==> src/rtl/digit_latch_scanner.sv <==
// Display back-end for the AC-mains clock: converts the live BCD time to 12h/24h form
// and serialises the six digits onto a shared 7-segment bus with per-digit latch strobes.
module digit_latch_scanner #(
  parameter int REFRESH_TICKS = 600,
  parameter bit BLANK_INVALID = 1'b1
) (
  input  logic       clk,
  input  logic       rst,
  input  logic [1:0] h_tens,
  input  logic [3:0] h_ones,
  input  logic [2:0] m_tens,
  input  logic [3:0] m_ones,
  input  logic [2:0] s_tens,
  input  logic [3:0] s_ones,
  input  logic       hour_12h,
  input  logic       force_refresh,
  output logic [6:0] seg7,
  output logic [5:0] le,
  output logic       pm,
  output logic       busy
);

  localparam logic [1:0] IDLE = 2'd0;
  localparam logic [1:0] LOAD = 2'd1;
  localparam logic [1:0] SCAN = 2'd2;

  localparam int CW = (REFRESH_TICKS > 1) ? $clog2(REFRESH_TICKS) : 1;
  localparam logic [CW-1:0] REF_MAX = (REFRESH_TICKS > 0) ? CW'(REFRESH_TICKS - 1) : '0;

  localparam logic [3:0] BAD_DIGIT = 4'hF;

  logic [1:0]    state;
  logic [2:0]    idx;
  logic [2:0]    next_idx;
  logic          pending;
  logic [CW-1:0] ref_cnt;
  logic [20:0]   snap;
  logic [20:0]   live_vec;
  logic [3:0]    disp [6];
  logic [3:0]    live_digit [6];

  logic [5:0] h_bin;
  logic       h_valid;
  logic [5:0] h12;
  logic [5:0] h12_ones;
  logic       pm_next;
  logic       trigger;

  function automatic logic [6:0] seg_pattern(input logic [3:0] d);
    case (d)
      4'd0:    seg_pattern = 7'b1111110;
      4'd1:    seg_pattern = 7'b0110000;
      4'd2:    seg_pattern = 7'b1101101;
      4'd3:    seg_pattern = 7'b1111001;
      4'd4:    seg_pattern = 7'b0110011;
      4'd5:    seg_pattern = 7'b1011011;
      4'd6:    seg_pattern = 7'b1011111;
      4'd7:    seg_pattern = 7'b1110000;
      4'd8:    seg_pattern = 7'b1111111;
      4'd9:    seg_pattern = 7'b1111011;
      default: seg_pattern = BLANK_INVALID ? 7'b0000000 : 7'b0000001;
    endcase
  endfunction

  assign live_vec = {h_tens, h_ones, m_tens, m_ones, s_tens, s_ones, hour_12h};
  assign h_bin    = ({4'b0, h_tens} * 6'd10) + {2'b0, h_ones};
  assign h_valid  = (h_tens <= 2'd2) && (h_ones <= 4'd9) && (h_bin <= 6'd23);
  assign next_idx = idx + 3'd1;

  // Display hours: an out-of-range hour blanks both hour digits regardless of mode.
  always_comb begin
    h12           = 6'd0;
    h12_ones      = 6'd0;
    pm_next       = 1'b0;
    live_digit[0] = {2'b0, h_tens};
    live_digit[1] = h_ones;
    live_digit[2] = {1'b0, m_tens};
    live_digit[3] = m_ones;
    live_digit[4] = {1'b0, s_tens};
    live_digit[5] = s_ones;
    if (!h_valid) begin
      live_digit[0] = BAD_DIGIT;
      live_digit[1] = BAD_DIGIT;
    end else if (hour_12h) begin
      if (h_bin == 6'd0)       h12 = 6'd12;
      else if (h_bin <= 6'd12) h12 = h_bin;
      else                     h12 = h_bin - 6'd12;
      pm_next = (h_bin >= 6'd12);
      if (h12 >= 6'd10) begin
        h12_ones      = h12 - 6'd10;
        live_digit[0] = 4'd1;
      end else begin
        h12_ones      = h12;
        live_digit[0] = 4'd0;
      end
      live_digit[1] = h12_ones[3:0];
    end
  end

  assign trigger = pending || force_refresh || (live_vec != snap) ||
                   ((REFRESH_TICKS != 0) && (ref_cnt == REF_MAX));

  // Frame sequencer: LOAD captures the inputs and already drives digit 0, so each
  // SCAN tick presents digit idx while preparing idx+1 for the next edge.
  always_ff @(posedge clk) begin
    if (rst) begin
      state   <= IDLE;
      idx     <= 3'd0;
      seg7    <= 7'd0;
      le      <= 6'd0;
      pm      <= 1'b0;
      busy    <= 1'b0;
      pending <= 1'b1;
      ref_cnt <= '0;
      snap    <= '0;
      for (int i = 0; i < 6; i++) disp[i] <= 4'd0;
    end else begin
      case (state)
        IDLE: begin
          if (ref_cnt != REF_MAX) ref_cnt <= ref_cnt + CW'(1);
          if (trigger) state <= LOAD;
        end
        LOAD: begin
          snap    <= live_vec;
          for (int i = 0; i < 6; i++) disp[i] <= live_digit[i];
          pm      <= pm_next;
          pending <= force_refresh;
          ref_cnt <= '0;
          busy    <= 1'b1;
          idx     <= 3'd0;
          seg7    <= seg_pattern(live_digit[0]);
          le      <= 6'b000001;
          state   <= SCAN;
        end
        SCAN: begin
          if (force_refresh) pending <= 1'b1;
          if (idx == 3'd5) begin
            state <= IDLE;
            idx   <= 3'd0;
            seg7  <= 7'd0;
            le    <= 6'd0;
            busy  <= 1'b0;
          end else begin
            idx  <= next_idx;
            seg7 <= seg_pattern(disp[next_idx]);
            le   <= {le[4:0], 1'b0};
          end
        end
        default: begin
          state <= IDLE;
          seg7  <= 7'd0;
          le    <= 6'd0;
          busy  <= 1'b0;
        end
      endcase
    end
  end

endmodule

==> config.mk <==
export PLATFORM = sky130hd
export DESIGN_NAME = digit_latch_scanner
export DESIGN_NICKNAME = d
export VERILOG_FILES = /design/src/rtl/digit_latch_scanner.sv
export SDC_FILE = /design/constraint.sdc
export NUM_CORES = 1
export LEC_CHECK = 0
export CORE_UTILIZATION = 25
export DETAILED_ROUTE_END_ITERATION = 6
export PLACE_DENSITY_LB_ADDON = 0.05
export SLEW_MARGIN = 20
export SYNTH_ARGS = -nofsm -noshare
export SYNTH_HDL_FRONTEND = slang
export SYNTH_SLANG_ARGS = --single-unit
==> constraint.sdc <==
create_clock -name clk -period 3.95 [get_ports clk]
set_clock_uncertainty 0.15 [all_clocks]
set_input_delay 1.185 -clock clk [delete_from_list [all_inputs] [get_ports clk]]
set_output_delay 1.185 -clock clk [all_outputs]
set_load 0.02 [all_outputs]
==> run metrics <==
status finished, final reports clean; routability cong. 0.777; Post-DP Area 4890 sq um; CTS Buffer Depth 2; Worst EP required 4.06 ns; fin. max-slew vios 0; post-detailed-route wirelength per cell 15.0 um; # fillers 1,636; post-DR vias/cell 4.63; post-synthesis register bit count 73; Clock transition at path regs 0.06 ns; Slew HR 63.3%; Die Area 16,600 sq um; CP Data Arrival Time 3.85 ns; mapped cell area 4030 sq um; critical path's top delay family compound AO/OA/AOI/OAI gates; Ports 39; area grow syn2layout 28.3%; DP Cell Count 684; clk sink count 73; post-route ant nets 0; Layout Cells excl Fill 700; RSZ-0062 raised after global routing no; critical path endpoint category flip-flop; fmax 0.267 GHz; register area share after synthesis 41.5%; Clock Latency Late Sink 0.34 ns; actual slew at the worst max-slew pin 0.547 ns; Final Core Density 32.7%; Row Count 46; cells after synthesis 410; root buffer cell clkbuf_16; TritonCTS clock tree done; Critical Path Source Type input port; total number of vias 3,242; Yosys cell types 67; Crit Path Max Fanout 4; core footprint 15,800 sq um; CTS buffer count 9; Critical-path top delay cell fa_2; DRC viols 0; initial antenna violation count 0; Max-Cap Viols 0; hold slack 0.298 ns; worst min-delay path class flip-flop to flip-flop; Critical path buffers and inverters 2; PD cells 425 nW/um^2; initial DRC count 159; worst vdd ir 0.192 mV; grt ovf 0; chip height 129 um; Port Buf Inserts 38; H-tree depth 3; min cycle time layout 3.74 ns; largest net degree at the start of global routing 22; layout cells sized above 1 16.1%; R2R Setup Slk 1.12 ns; Crit Path Category input port to flip-flop; max incr delay on CP 0.54 ns; detailed placement HPWL 8040 um; final wirelength 10,500 um; endpoints failing hold 0; Yosys warnings 0; ys async rst share 0%; syn nets 451; Top FF cell, synth dfxtp_1; Die X 129 um; Post-synth EDFFs 21; Post-Route Setup TNS 0 ns; antenna fix cells 0; GRT Total Usage 13.6%; # setup viols final 0; worst path cell trace clkdlybuf4s50_1 -> fa_2 -> inv_1 -> ha_1 -> nor3b_2 -> a2111oi_2 -> a22o_4 -> a211oi_2 -> or4_4 -> o211ai_1; number of global-route vias before repair 3,147; crit share post-route 94.8%; first-pass detailed-route iteration total 4; Syn Area/Cell 9.83 sq um; first-pass GRT wire length 16,900 um; Final Cell Area 5170 sq um; Leak 2.07 nW; initial core utilization 25.5%; nets 520
==> routing by layer <==
metal  up-vias  track usage (%)  share of wire [%]
met2        65             20.3                 44
met4         0             5.54               0.77
met3         7             2.70                3.5
met1      1532             19.1                 52
met5         -                0                  0
li1       1638                -                  -
==> sequential cells by signal (all words and copies together) (netlist names) <==
| register | count |
|---|---|
| busy | 1 |
| disp | 21 |
| idx | 3 |
| le | 6 |
| pending | 1 |
| pm | 1 |
| ref_cnt | 10 |
| seg7 | 7 |
| snap | 21 |
| state | 2 |
==> through the flow <==
| stage | total power, mW | setup slack, ns |
|---|---|---|
| finish | 2.20 | 0.205 |
| floorplan | 1.29 | 0.00987 |
| global route | 2.33 | 0.0965 |
| global placement | 1.50 | -0.391 |
| detailed placement | 1.50 | -0.439 |
| CTS | 2.24 | 0.00971 |
==> cell type report <==
type	instances	area, sq um	share of cell area [%]
Sequential cell	73	1670	32.3
Multi-Input combinational cell	305	2230	43.2
Tap cell	216	270	5.22
Timing Repair Buffer	76	689	13.3
Clock buffer	11	233	4.50
Inverter	14	52.6	1.02
Clock inverter	5	23.8	0.460
==> where the power goes <==
group          total [mW]  internal, mW  switching, mW  leakage (nW)
logic               0.586         0.264          0.322          1.30
registers           0.897         0.856         0.0407         0.647
clock network       0.715         0.417          0.298         0.122
==> Yosys cell counts, types with 6 or more instances <==
| library cell | count | area [sq um] |
|---|---|---|
| nand2b_1 | 7 | 43.8 |
| ha_1 | 16 | 200 |
| a22oi_1 | 6 | 45.0 |
| xor2_1 | 8 | 70.1 |
| a21oi_1 | 16 | 80.1 |
| nand4_1 | 9 | 56.3 |
| inv_1 | 12 | 45.0 |
| and2_1 | 16 | 100 |
| clkbuf_1 | 9 | 33.8 |
| nor3_1 | 6 | 30.0 |
| mux2i_1 | 13 | 130 |
| nand2_1 | 17 | 63.8 |
| edfxtp_1 | 21 | 631 |
| o211ai_1 | 7 | 52.6 |
| xnor2_1 | 22 | 193 |
| nand3_1 | 15 | 75.1 |
| nor2_1 | 45 | 169 |
| o21ai_0 | 10 | 50.1 |
| dfxtp_1 | 52 | 1040 |
| a21o_1 | 18 | 135 |
==> path summary, 6_finish.rpt <==
| path | from | end | cells after the start |
|---|---|---|---|
| worst min register to register | pm | pm | 2 |
| worst min-delay path | pm | pm | 2 |
| worst max-delay path | h_ones[2] | seg7[1] | 10 |
| worst max register to register | idx[1] | seg7[2] | 10 |
==> cell families (layout without fill, tap and decap cells) <==
kind of cell             Yosys count  count (layout)  share of synthesized area, %
AND/OR/NAND/NOR                  142             142                          18.3
AO/OA/AOI/OAI                     93              93                          17.4
flip-flops                        73              73                          41.5
XOR/XNOR                          33              33                          7.73
buffers and inverters             32             106                          3.51
multiplexers                      20              20                          6.08
adder cells (fa/ha/maj)           17              17                          5.46
==> worst register-to-register path, cell delays in order, from the launching register on <==
cell and delay, ns:
dfxtp_1 0.35, inv_1 0.05, ha_1 0.42, mux4_2 0.40, a21oi_1 0.43, inv_1 0.13
ha_1 0.25, nor2_1 0.11, nor4_1 0.05, a221oi_1 0.26, nand3_1 0.11
==> placed cells by master, fill, tap and decap left out, types with 4 or more instances in the layout <==
cell type         n
a21o_1           18
a21oi_1          15
a22oi_1           6
and2_1           16
and3_1            4
buf_4            36
clkbuf_16         9
clkdlybuf4s50_1  35
dfxtp_1          52
edfxtp_1         21
ha_1             15
inv_1            12
mux2i_1          13
nand2_1          17
nand2b_1          7
nand3_1          15
nand4_1           9
nor2_1           45
nor3_1            6
o211ai_1          7
o21ai_0          10
o21ai_1           4
o31ai_1           5
xnor2_1          22
xor2_1            8
==> what timing repair did <==
action / CTS / global route
resized for setup: 2 / 6
hold buffers: 0 / 0
buffers inserted: 0 / 0
pin swaps: 1 / 7
setup endpoints to repair: 6 / 6
(Power assumes the default switching activity.)
==> RTL change (config.mk and constraints unchanged) <==
`BLANK_INVALID`: 1'b1 -> 1'b0.
--- a/src/rtl/digit_latch_scanner.sv
+++ b/src/rtl/digit_latch_scanner.sv
@@ -4,3 +4,3 @@
   parameter int REFRESH_TICKS = 600,
-  parameter bit BLANK_INVALID = 1'b1
+  parameter bit BLANK_INVALID = 1'b0
 ) (
Formal check against the unedited RTL: not equivalent (Yosys sat finds a counterexample within 4 cycles, from zero or initial values and one cycle with rst high).
==> RTL change against the unedited design <==
  * Final cell count up 4.0%
  * Power up 6.8%
  * Wire length up 8.6%
  * Count of clock-buffer cells in the layout up 2
  * Clock power up 14%
  * Synthesized area up 0.62%
  * Worst setup slack worse by 0.062 ns
  * Final area up 1.8%
  * Global-route usage up 1.1 points
  * Sequential share of layout area down 0.57 points
  * Sequential cell count unchanged
  * Critical path type unchanged
  * Highest routed layer unchanged
==> RTL change: results (changes against the unedited design) <==
| Metric | Value |
|---|---|
| Pint | `0.00164 W (was 0.00154 W)` |
| Post-Synth Adder-Cell Area | `5.43% (was 5.46%)` |
| Vias/cell | `4.64 (was 4.63)` |
| Crit. Startpoint | `h_tens[0] (was h_ones[2])` |
| Crit path DAT | `3.73 ns (was 3.85 ns)` |
| FF-to-FF Start | `idx[0] (was idx[1])` |
| Multiplexer area fraction after synthesis | `5.68% (was 6.08%)` |
| Hold Crit Start | `seg7[0] (was pm)` |
| RePlAce Congestion | `0.781 (was 0.777)` |
| Outcome | `complete, no violations (unchanged)` |
| Cell variety after synth | `66 (was 67)` |
| R2R Setup Slk | `1.06 ns (was 1.12 ns)` |
| Slew headroom | `51.3% (was 63.3%)` |
| Syn nets | `472 (was 451)` |
| Worst r2r dst | `seg7[6] (was seg7[2])` |
| Power per cell area | `446 nW/µm² (was 425 nW/µm²)` |
| Hold Path End | `seg7[0] (was pm)` |
| Max VDD drop | `241 µV (was 192 µV)` |
| # nets final | `548 (was 520)` |
| Global-route wire length before repair | `18.2 mm (was 16.9 mm)` |
| Register area share after synthesis | `41.2% (was 41.5%)` |
| GRT Resource Usage Total | `14.7% (was 13.6%)` |
| Leakage power | `2.09 nW (was 2.07 nW)` |
| XOR/XNOR Fraction of Synth Area | `7.09% (was 7.73%)` |
| Maximum number of pins on one net before global-route repair | `29 (was 22)` |
| Vias | `3377 (was 3242)` |
| Post-Syn Instances | `431 (was 410)` |
| Synth Area in Compound Gates | `17.9% (was 17.4%)` |
| Share of layout cells above drive strength 1 | `16.2% (was 16.1%)` |
| DP HPWL | `8.70 mm (was 8.04 mm)` |
| Initial DRC count | `200 (was 159)` |
| Top cells by area, synth | `dfxtp_1, edfxtp_1, xnor2_1 (was dfxtp_1, edfxtp_1, ha_1)` |
| Sequential share of power | `38.6% (was 40.8%)` |
| Crit path capture | `disp[1][2] (was seg7[1])` |
| Placed cell count | `712 (was 684)` |
-- RTL change: repair_timing --
action / in CTS / in global routing
resized for setup: 0 / 11
hold buffers: 0 / 0
endpoints found under the setup margin: 0 / 7
-- RTL change: stage by stage --
stage	cell area [µm²]	setup WS [ns]
5_1_grt	5270	-0.0243
2_1_floorplan	4060	0.128
3_3_place_gp	4940	-0.294
6_report	5270	0.143
4_1_cts	5230	0.0213
3_5_place_dp	4940	-0.350
-- RTL change: layer usage --
layer	up-vias	global-route usage, %	share of wire, %
li1	1712	-	-
met1	1595	20.6	51
met2	57	21.9	44
met3	13	2.97	3.1
met4	0	5.74	1.6
met5	-	0	0
-- RTL change: layout make-up --
| class | instances | area, µm² |
|---|---|---|
| fill | 1700 | 10600 |
| multi-input combinational | 326 | 2280 |
| sequential | 73 | 1670 |
| timing repair buffer | 79 | 688 |
| tap | 216 | 270 |
| clock buffer | 13 | 250 |
| inverter | 18 | 67.6 |
| clock inverter | 3 | 41.3 |
